File: config.mk
export PLATFORM = sky130hd
export DESIGN_NAME = cop_muldiv_flat
export DESIGN_NICKNAME = d
export VERILOG_FILES = /design/src/rtl/cop_muldiv_if.sv /design/src/rtl/cop_muldiv.sv /design/src/flat_wrapper.sv
export SDC_FILE = /design/constraint.sdc
export NUM_CORES = 1
export LEC_CHECK = 0
export ABC_AREA = 1
export CAP_MARGIN = 20
export CELL_PAD_IN_SITES_DETAIL_PLACEMENT = 0
export CELL_PAD_IN_SITES_GLOBAL_PLACEMENT = 2
export CORE_MARGIN = 4
export CORE_UTILIZATION = 30
export DETAILED_ROUTE_END_ITERATION = 10
export PLACE_DENSITY_LB_ADDON = 0.1
export SLEW_MARGIN = 15
export SYNTH_ARGS = -nofsm -noshare
export SYNTH_HDL_FRONTEND = slang
export SYNTH_SLANG_ARGS = --single-unit
File: constraint.sdc
create_clock -name clk -period 4.5 [get_ports clk]
set_clock_uncertainty 0.1 [all_clocks]
set_input_delay 1.35 -clock clk [delete_from_list [all_inputs] [get_ports clk]]
set_output_delay 1.35 -clock clk [all_outputs]
set_load 0.03 [all_outputs]
File: src/rtl/cop_muldiv_if.sv
// Request/response bundle between the core and the multiply/divide coprocessor.
// The core drives start/op/a/b; the coprocessor answers with busy/done/hi/lo.
interface cop_muldiv_if #(
    parameter int WIDTH = 32
);
    logic             start;
    logic [2:0]       op;
    logic [WIDTH-1:0] a;
    logic [WIDTH-1:0] b;
    logic             busy;
    logic             done;
    logic [WIDTH-1:0] hi;
    logic [WIDTH-1:0] lo;

    modport master (
        output start, op, a, b,
        input  busy, done, hi, lo
    );

    modport slave (
        input  start, op, a, b,
        output busy, done, hi, lo
    );
endinterface

File: src/rtl/cop_muldiv.sv
// Multi-cycle multiply/divide coprocessor owning the HI/LO pair.
// One product or quotient bit per cycle, then a single sign/accumulate fix-up cycle.
module cop_muldiv #(
    parameter int WIDTH = 32
) (
    input logic        clk,
    input logic        rst,
    cop_muldiv_if.slave bus
);
    localparam int CW = $clog2(WIDTH);

    typedef enum logic [1:0] {IDLE, CALC, FIX, DONE} state_t;

    state_t state;
    state_t state_nx;

    logic [2:0]         op_q;
    logic [WIDTH-1:0]   a_q;
    logic [WIDTH-1:0]   mc_q;
    logic [2*WIDTH-1:0] p_q;
    logic               neg_a;
    logic               neg_b;
    logic [CW-1:0]      cnt;
    logic [WIDTH-1:0]   hi_q;
    logic [WIDTH-1:0]   lo_q;

    logic               accept;
    logic               last;
    logic               is_div;
    logic               in_signed;
    logic               in_div;
    logic               in_neg_a;
    logic               in_neg_b;
    logic [WIDTH-1:0]   mag_a;
    logic [WIDTH-1:0]   mag_b;

    logic [WIDTH:0]     add_sum;
    logic [WIDTH:0]     shifted;
    logic [WIDTH:0]     diff;
    logic [2*WIDTH-1:0] mul_step;
    logic [2*WIDTH-1:0] div_step;
    logic [2*WIDTH-1:0] prod_s;
    logic [WIDTH-1:0]   q_mag;
    logic [WIDTH-1:0]   r_mag;
    logic [WIDTH-1:0]   q_s;
    logic [WIDTH-1:0]   r_s;
    logic [2*WIDTH-1:0] result;

    assign accept    = (state == IDLE) && bus.start && !bus.op[2];
    assign last      = (cnt == CW'(WIDTH - 1));
    assign is_div    = (op_q == 3'b011);
    assign in_signed = (bus.op != 3'b010);
    assign in_div    = (bus.op == 3'b011);
    assign in_neg_a  = in_signed && bus.a[WIDTH-1];
    assign in_neg_b  = in_signed && bus.b[WIDTH-1];
    assign mag_a     = in_neg_a ? -bus.a : bus.a;
    assign mag_b     = in_neg_b ? -bus.b : bus.b;

    // p_q holds {partial product, multiplier} or {remainder, dividend/quotient}.
    always_comb begin
        add_sum  = {1'b0, p_q[2*WIDTH-1:WIDTH]}
                 + (p_q[0] ? {1'b0, mc_q} : '0);
        mul_step = {add_sum, p_q[WIDTH-1:1]};
        shifted  = {p_q[2*WIDTH-1:WIDTH], p_q[WIDTH-1]};
        diff     = shifted - {1'b0, mc_q};
        if (!diff[WIDTH]) begin
            div_step = {diff[WIDTH-1:0], p_q[WIDTH-2:0], 1'b1};
        end else begin
            div_step = {shifted[WIDTH-1:0], p_q[WIDTH-2:0], 1'b0};
        end
    end

    always_comb begin
        prod_s = (neg_a ^ neg_b) ? -p_q : p_q;
        q_mag  = p_q[WIDTH-1:0];
        r_mag  = p_q[2*WIDTH-1:WIDTH];
        q_s    = (neg_a ^ neg_b) ? -q_mag : q_mag;
        r_s    = neg_a ? -r_mag : r_mag;
        result = '0;
        unique case (op_q)
            3'b000:  result = prod_s;
            3'b001:  result = {hi_q, lo_q} + prod_s;
            3'b010:  result = {hi_q, lo_q} - p_q;
            // A zero divisor yields lo=all ones and hi=the raw dividend.
            default: result = (mc_q == '0) ? {a_q, {WIDTH{1'b1}}}
                                           : {r_s, q_s};
        endcase
    end

    always_ff @(posedge clk) begin
        if (rst) begin
            state <= IDLE;
        end else begin
            state <= state_nx;
        end
    end

    always_comb begin
        state_nx = state;
        unique case (state)
            IDLE:    if (accept) state_nx = CALC;
            CALC:    if (last) state_nx = FIX;
            FIX:     state_nx = DONE;
            DONE:    state_nx = IDLE;
            default: state_nx = IDLE;
        endcase
    end

    always_ff @(posedge clk) begin
        if (rst) begin
            op_q  <= '0;
            a_q   <= '0;
            mc_q  <= '0;
            p_q   <= '0;
            neg_a <= 1'b0;
            neg_b <= 1'b0;
            cnt   <= '0;
            hi_q  <= '0;
            lo_q  <= '0;
        end else begin
            unique case (state)
                IDLE: begin
                    if (accept) begin
                        op_q  <= bus.op;
                        a_q   <= bus.a;
                        neg_a <= in_neg_a;
                        neg_b <= in_neg_b;
                        cnt   <= '0;
                        mc_q  <= in_div ? mag_b : mag_a;
                        p_q   <= {{WIDTH{1'b0}}, in_div ? mag_a : mag_b};
                    end
                end
                CALC: begin
                    cnt <= cnt + CW'(1);
                    p_q <= is_div ? div_step : mul_step;
                end
                FIX: begin
                    {hi_q, lo_q} <= result;
                end
                default: begin
                end
            endcase
        end
    end

    assign bus.busy = (state != IDLE);
    assign bus.done = (state == DONE);
    assign bus.hi   = hi_q;
    assign bus.lo   = lo_q;

endmodule

File: src/flat_wrapper.sv
// flat-port wrapper written by rule: the top's interface ports become plain ports
module cop_muldiv_flat 
#(
    parameter int WIDTH = 32
)
  (clk, rst, bus_start, bus_op, bus_a, bus_b, bus_busy, bus_done, bus_hi, bus_lo);
  cop_muldiv_if #(.WIDTH(WIDTH)) bus_i ();
  input logic clk;
  input logic rst;
  input wire logic [$bits(bus_i.start)-1:0] bus_start;
  input wire logic [$bits(bus_i.op)-1:0] bus_op;
  input wire logic [$bits(bus_i.a)-1:0] bus_a;
  input wire logic [$bits(bus_i.b)-1:0] bus_b;
  output wire logic [$bits(bus_i.busy)-1:0] bus_busy;
  output wire logic [$bits(bus_i.done)-1:0] bus_done;
  output wire logic [$bits(bus_i.hi)-1:0] bus_hi;
  output wire logic [$bits(bus_i.lo)-1:0] bus_lo;
  assign bus_i.start = bus_start;
  assign bus_i.op = bus_op;
  assign bus_i.a = bus_a;
  assign bus_i.b = bus_b;
  assign bus_busy = bus_i.busy;
  assign bus_done = bus_i.done;
  assign bus_hi = bus_i.hi;
  assign bus_lo = bus_i.lo;
  cop_muldiv #(.WIDTH(WIDTH)) u_core (.clk(clk), .rst(rst), .bus(bus_i));
endmodule
==> results.md <==
- Outcome: complete, but fails checks
- Failing checks: negative setup slack
- Vias in the first global route: ~29000
- Num CTS Buffers: 30
- Worst Path Class, Setup: flop to flop
- RSZ-0062 raised after global routing: yes
- GRT overflow: 0
- Root buffer cell: clkbuf_16
- Via density: around 5.1
- Slew Viols, Final: 0
- Largest net degree at the start of global routing: 79
- HP Class: flop to flop
- Wire length per cell: about 21 um
- Clk slew on worst S/H paths: roughly 0.06 ns
- IO Count: between 100 and 150
- Post-synth net total: approximately 4300
- Layout cells sized above 1: between 20 and 30%
- H-tree depth: 1
- Primary FF master, synth: dfxtp_1
- Synth Area per Inst: 5.81 um2
- Rows: 103
- Post-route DRC: 0
- FF-to-FF End: u_core.bus.hi[25]
- Yosys cell types: 58
- Overall power: 24.9 mW
- Post-route setup slack: -0.336 ns
- VDD IR max: a little over 0.0004 V
- Core ar.: approximately 79000 um2
- CTS tree: yes
- Slew HR: around 37%
- Min-Delay Endpoint: u_core.cnt[4]
- Reg2reg path depth: 33
- Total GRT Usage: 28.1%
- Chip width: about 290 um
- Buf/Inv on CP: 4
- Worst flop-to-flop path startpoint: u_core.p_q[4]
- FF+latch count, synth: approximately 200
- Post-synthesis sequential area ratio: roughly 17%
- Max-cap violations: 0
- Hold path start: u_core.cnt[4]
- N_diodes: 0
- Initial drt markers: between 2000 and 2500
- Detail Route Antenna Nets: 0
- Leak: 16.9 nW
- Die ar.: between 80000 and 90000 um2
- First-pass GRT wire length: 182000 um
- DRT Pass-1 Iters: 6
- Fin nets: roughly 5200
- Post-DP Area: between 30000 and 40000 um2
- Setup violators final: 23
- Fraction of registers with async set/reset: 0%
- CTS Buffer Depth: 3
- Vias: 30800
- Cell Area, Synth: between 20000 and 25000 um2
- GPL Wtd Cong: between 0.9 and 1
- Vert. Die Dim: between 200 and 300 um
- DP HPWL: just over 100000 um
- CP endpoint kind: flop
- Peak Freq: 207 MHz
- Kind of cell adding the most delay to the critical path: simple AND/OR/NAND/NOR gates
- Pwr/cell area: just under 700 nW/um2
- Final hold viol count: 0
- I/O Buffers: roughly 140
- Clock Latency Late Sink: about 0.64 ns
- Worst-Margin Slew: around 0.95 ns
- Min Tclk post-route: about 4.8 ns
- Sinks on the clock net: around 200
- Hold Crit Depth: 2
- Max incr delay on CP: between 0.3 and 0.4 ns
- CP required: around 4.9 ns
- Flop2flop setup slack: -0.34 ns
- Post-synth EDFFs: 0
- Syn Inst Count: between 4000 and 5000
- Worst Setup Start Kind: flop
- CP Max Fanout: 4
- P&R area growth vs syn: 49.5%
- Most frequent CP cell: nand2_2
- Critical path's slowest cell: dfxtp_2
- Initial antenna violation count: 0
- Final WL: 126000 um
- Starting Density: between 30% and 40%
- Fillers: around 8600
- Critical Path AT: around 5.2 ns
- Final instance area: 35800 um2
- Synth warn: 0
- Final period utilization: 107%
[cell usage after synthesis, drive strengths merged, types with 16 or more instances]
cell / number / area [um2]
nand2: 932 / 3530
inv: 513 / 1930
nor2: 479 / 1880
o21ai: 423 / 2120
a21oi: 421 / 2110
dfxtp: 204 / 4080
nand3: 199 / 1030
clkbuf: 140 / 526
ha: 138 / 1730
xor2: 132 / 1160
a31oi: 96 / 601
o211ai: 93 / 698
nor3: 57 / 329
nand4: 43 / 290
xnor2: 43 / 377
or2: 30 / 188
nor4: 24 / 150
buf: 21 / 130
o21a: 20 / 150
a211oi: 17 / 128
a221oi: 16 / 140
[final cells by class]
type                            instances  area [um2]  share of cell area [%]
Sequential cell                       204        4120                    11.5
Clock inverter                         21         272                   0.758
Clock buffer                           34         776                    2.17
Tap cell                             1050        1310                    3.67
Timing Repair Buffer                  985        7950                    22.2
Inverter                              519        1970                    5.49
Multi-Input combinational cell       3245       19400                    54.3
[where the power goes]
group | switching (mW) | total, mW | internal, mW | leakage [nW]
logic | 10.8 | 19.4 | 8.64 | 14.8
registers | 0.624 | 2.87 | 2.25 | 1.68
clock network | 1.12 | 2.60 | 1.49 | 0.492
total | 12.5 | 24.9 | 12.4 | 16.9
[registers in the layout, indices dropped and copies added (netlist names), 2 cells and up]
signal         count
u_core.cnt         5
u_core.op_q        3
u_core.bus.lo     32
u_core.bus.hi     32
u_core.state       2
u_core.p_q        64
u_core.mc_q       32
u_core.a_q        32
[placed cells by master (no fill, tap or decap), types with 42 or more instances in the layout]
cell type	n
a21oi_1	361
a21oi_2	55
a31oi_1	77
buf_4	815
clkdlybuf4s50_1	134
dfxtp_1	186
ha_1	106
inv_1	467
inv_2	42
nand2_1	843
nand2_2	73
nand3_1	164
nor2_1	360
nor2_2	80
nor3_1	43
o211ai_1	93
o21ai_0	322
o21ai_1	55
xnor2_1	42
xor2_1	122
[tightest hold or removal path: cells and delay by family, from the launching register on]
family | cells | cell delay [ns]
DFF | 1 | 0.31
AOI/OAI and AO/OA | 1 | 0.06
and+or+nand+nor | 1 | 0.06
[logic make-up (layout without fill, tap and decap cells)]
family                     Yosys count  after routing  synth area share, %
and+or+nand+nor                   1783           1784                 31.4
AOI/OAI and AO/OA                 1144           1144                 26.7
buffers and inverters              680           1559                 10.9
DFF                                204            204                 17.0
xor gates and xnor gates           175            175                 6.40
adders and majority gates          141            141                 7.46
muxes                                1              1               0.0418
[metrics by stage]
stage          util [%]  worst slack, ns  hold slack, ns  std cells  setup TNS (ns)
6_report           45.3           -0.336           0.380       6058           -3.66
5_1_grt            45.3           -0.630           0.394       6058          -12.79
4_1_cts            43.1           -0.341           0.374       6016           -4.20
3_5_place_dp       40.3           -0.830           0.365       5912          -14.33
3_3_place_gp       40.3           -0.852           0.357       5912          -13.00
2_1_floorplan         -          0.00483           0.324       4128               0
[worst max-delay path by stage]
stage,startpoint,endpoint,cells after the start,slack (ns)
6_report,u_core.p_q[4],u_core.bus.hi[25],33,-0.34
5_1_grt,u_core.p_q[0],u_core.bus.hi[27],32,-0.63
4_1_cts,u_core.p_q[0],u_core.bus.hi[28],37,-0.34
3_5_place_dp,u_core.p_q[3],u_core.bus.hi[29],29,-0.83
3_3_place_gp,u_core.p_q[0],u_core.bus.hi[29],33,-0.85
2_1_floorplan,u_core.p_q[0],u_core.bus.hi[27],35,0.005
[layer usage]
metal / vias to the layer above / share of wire, % / GRT usage [%]
met1: 14300 / 47 / 39.3
met3: 172 / 4.4 / 2.61
met4: 0 / 3.8 / 9.31
met2: 741 / 44 / 45.3
met5: - / 0 / 0
li1: 15600 / - / -
[what timing repair did]
item | CTS | global route
gates resized for setup | 257 | 376
pin swaps | 94 | 108
buffers inserted | 49 | 45
cloned | 1 | 0
hold buffers | 0 | 0
endpoints found under the setup margin | 42 | 44
No activity file was read; power rests on OpenSTA's default activity.
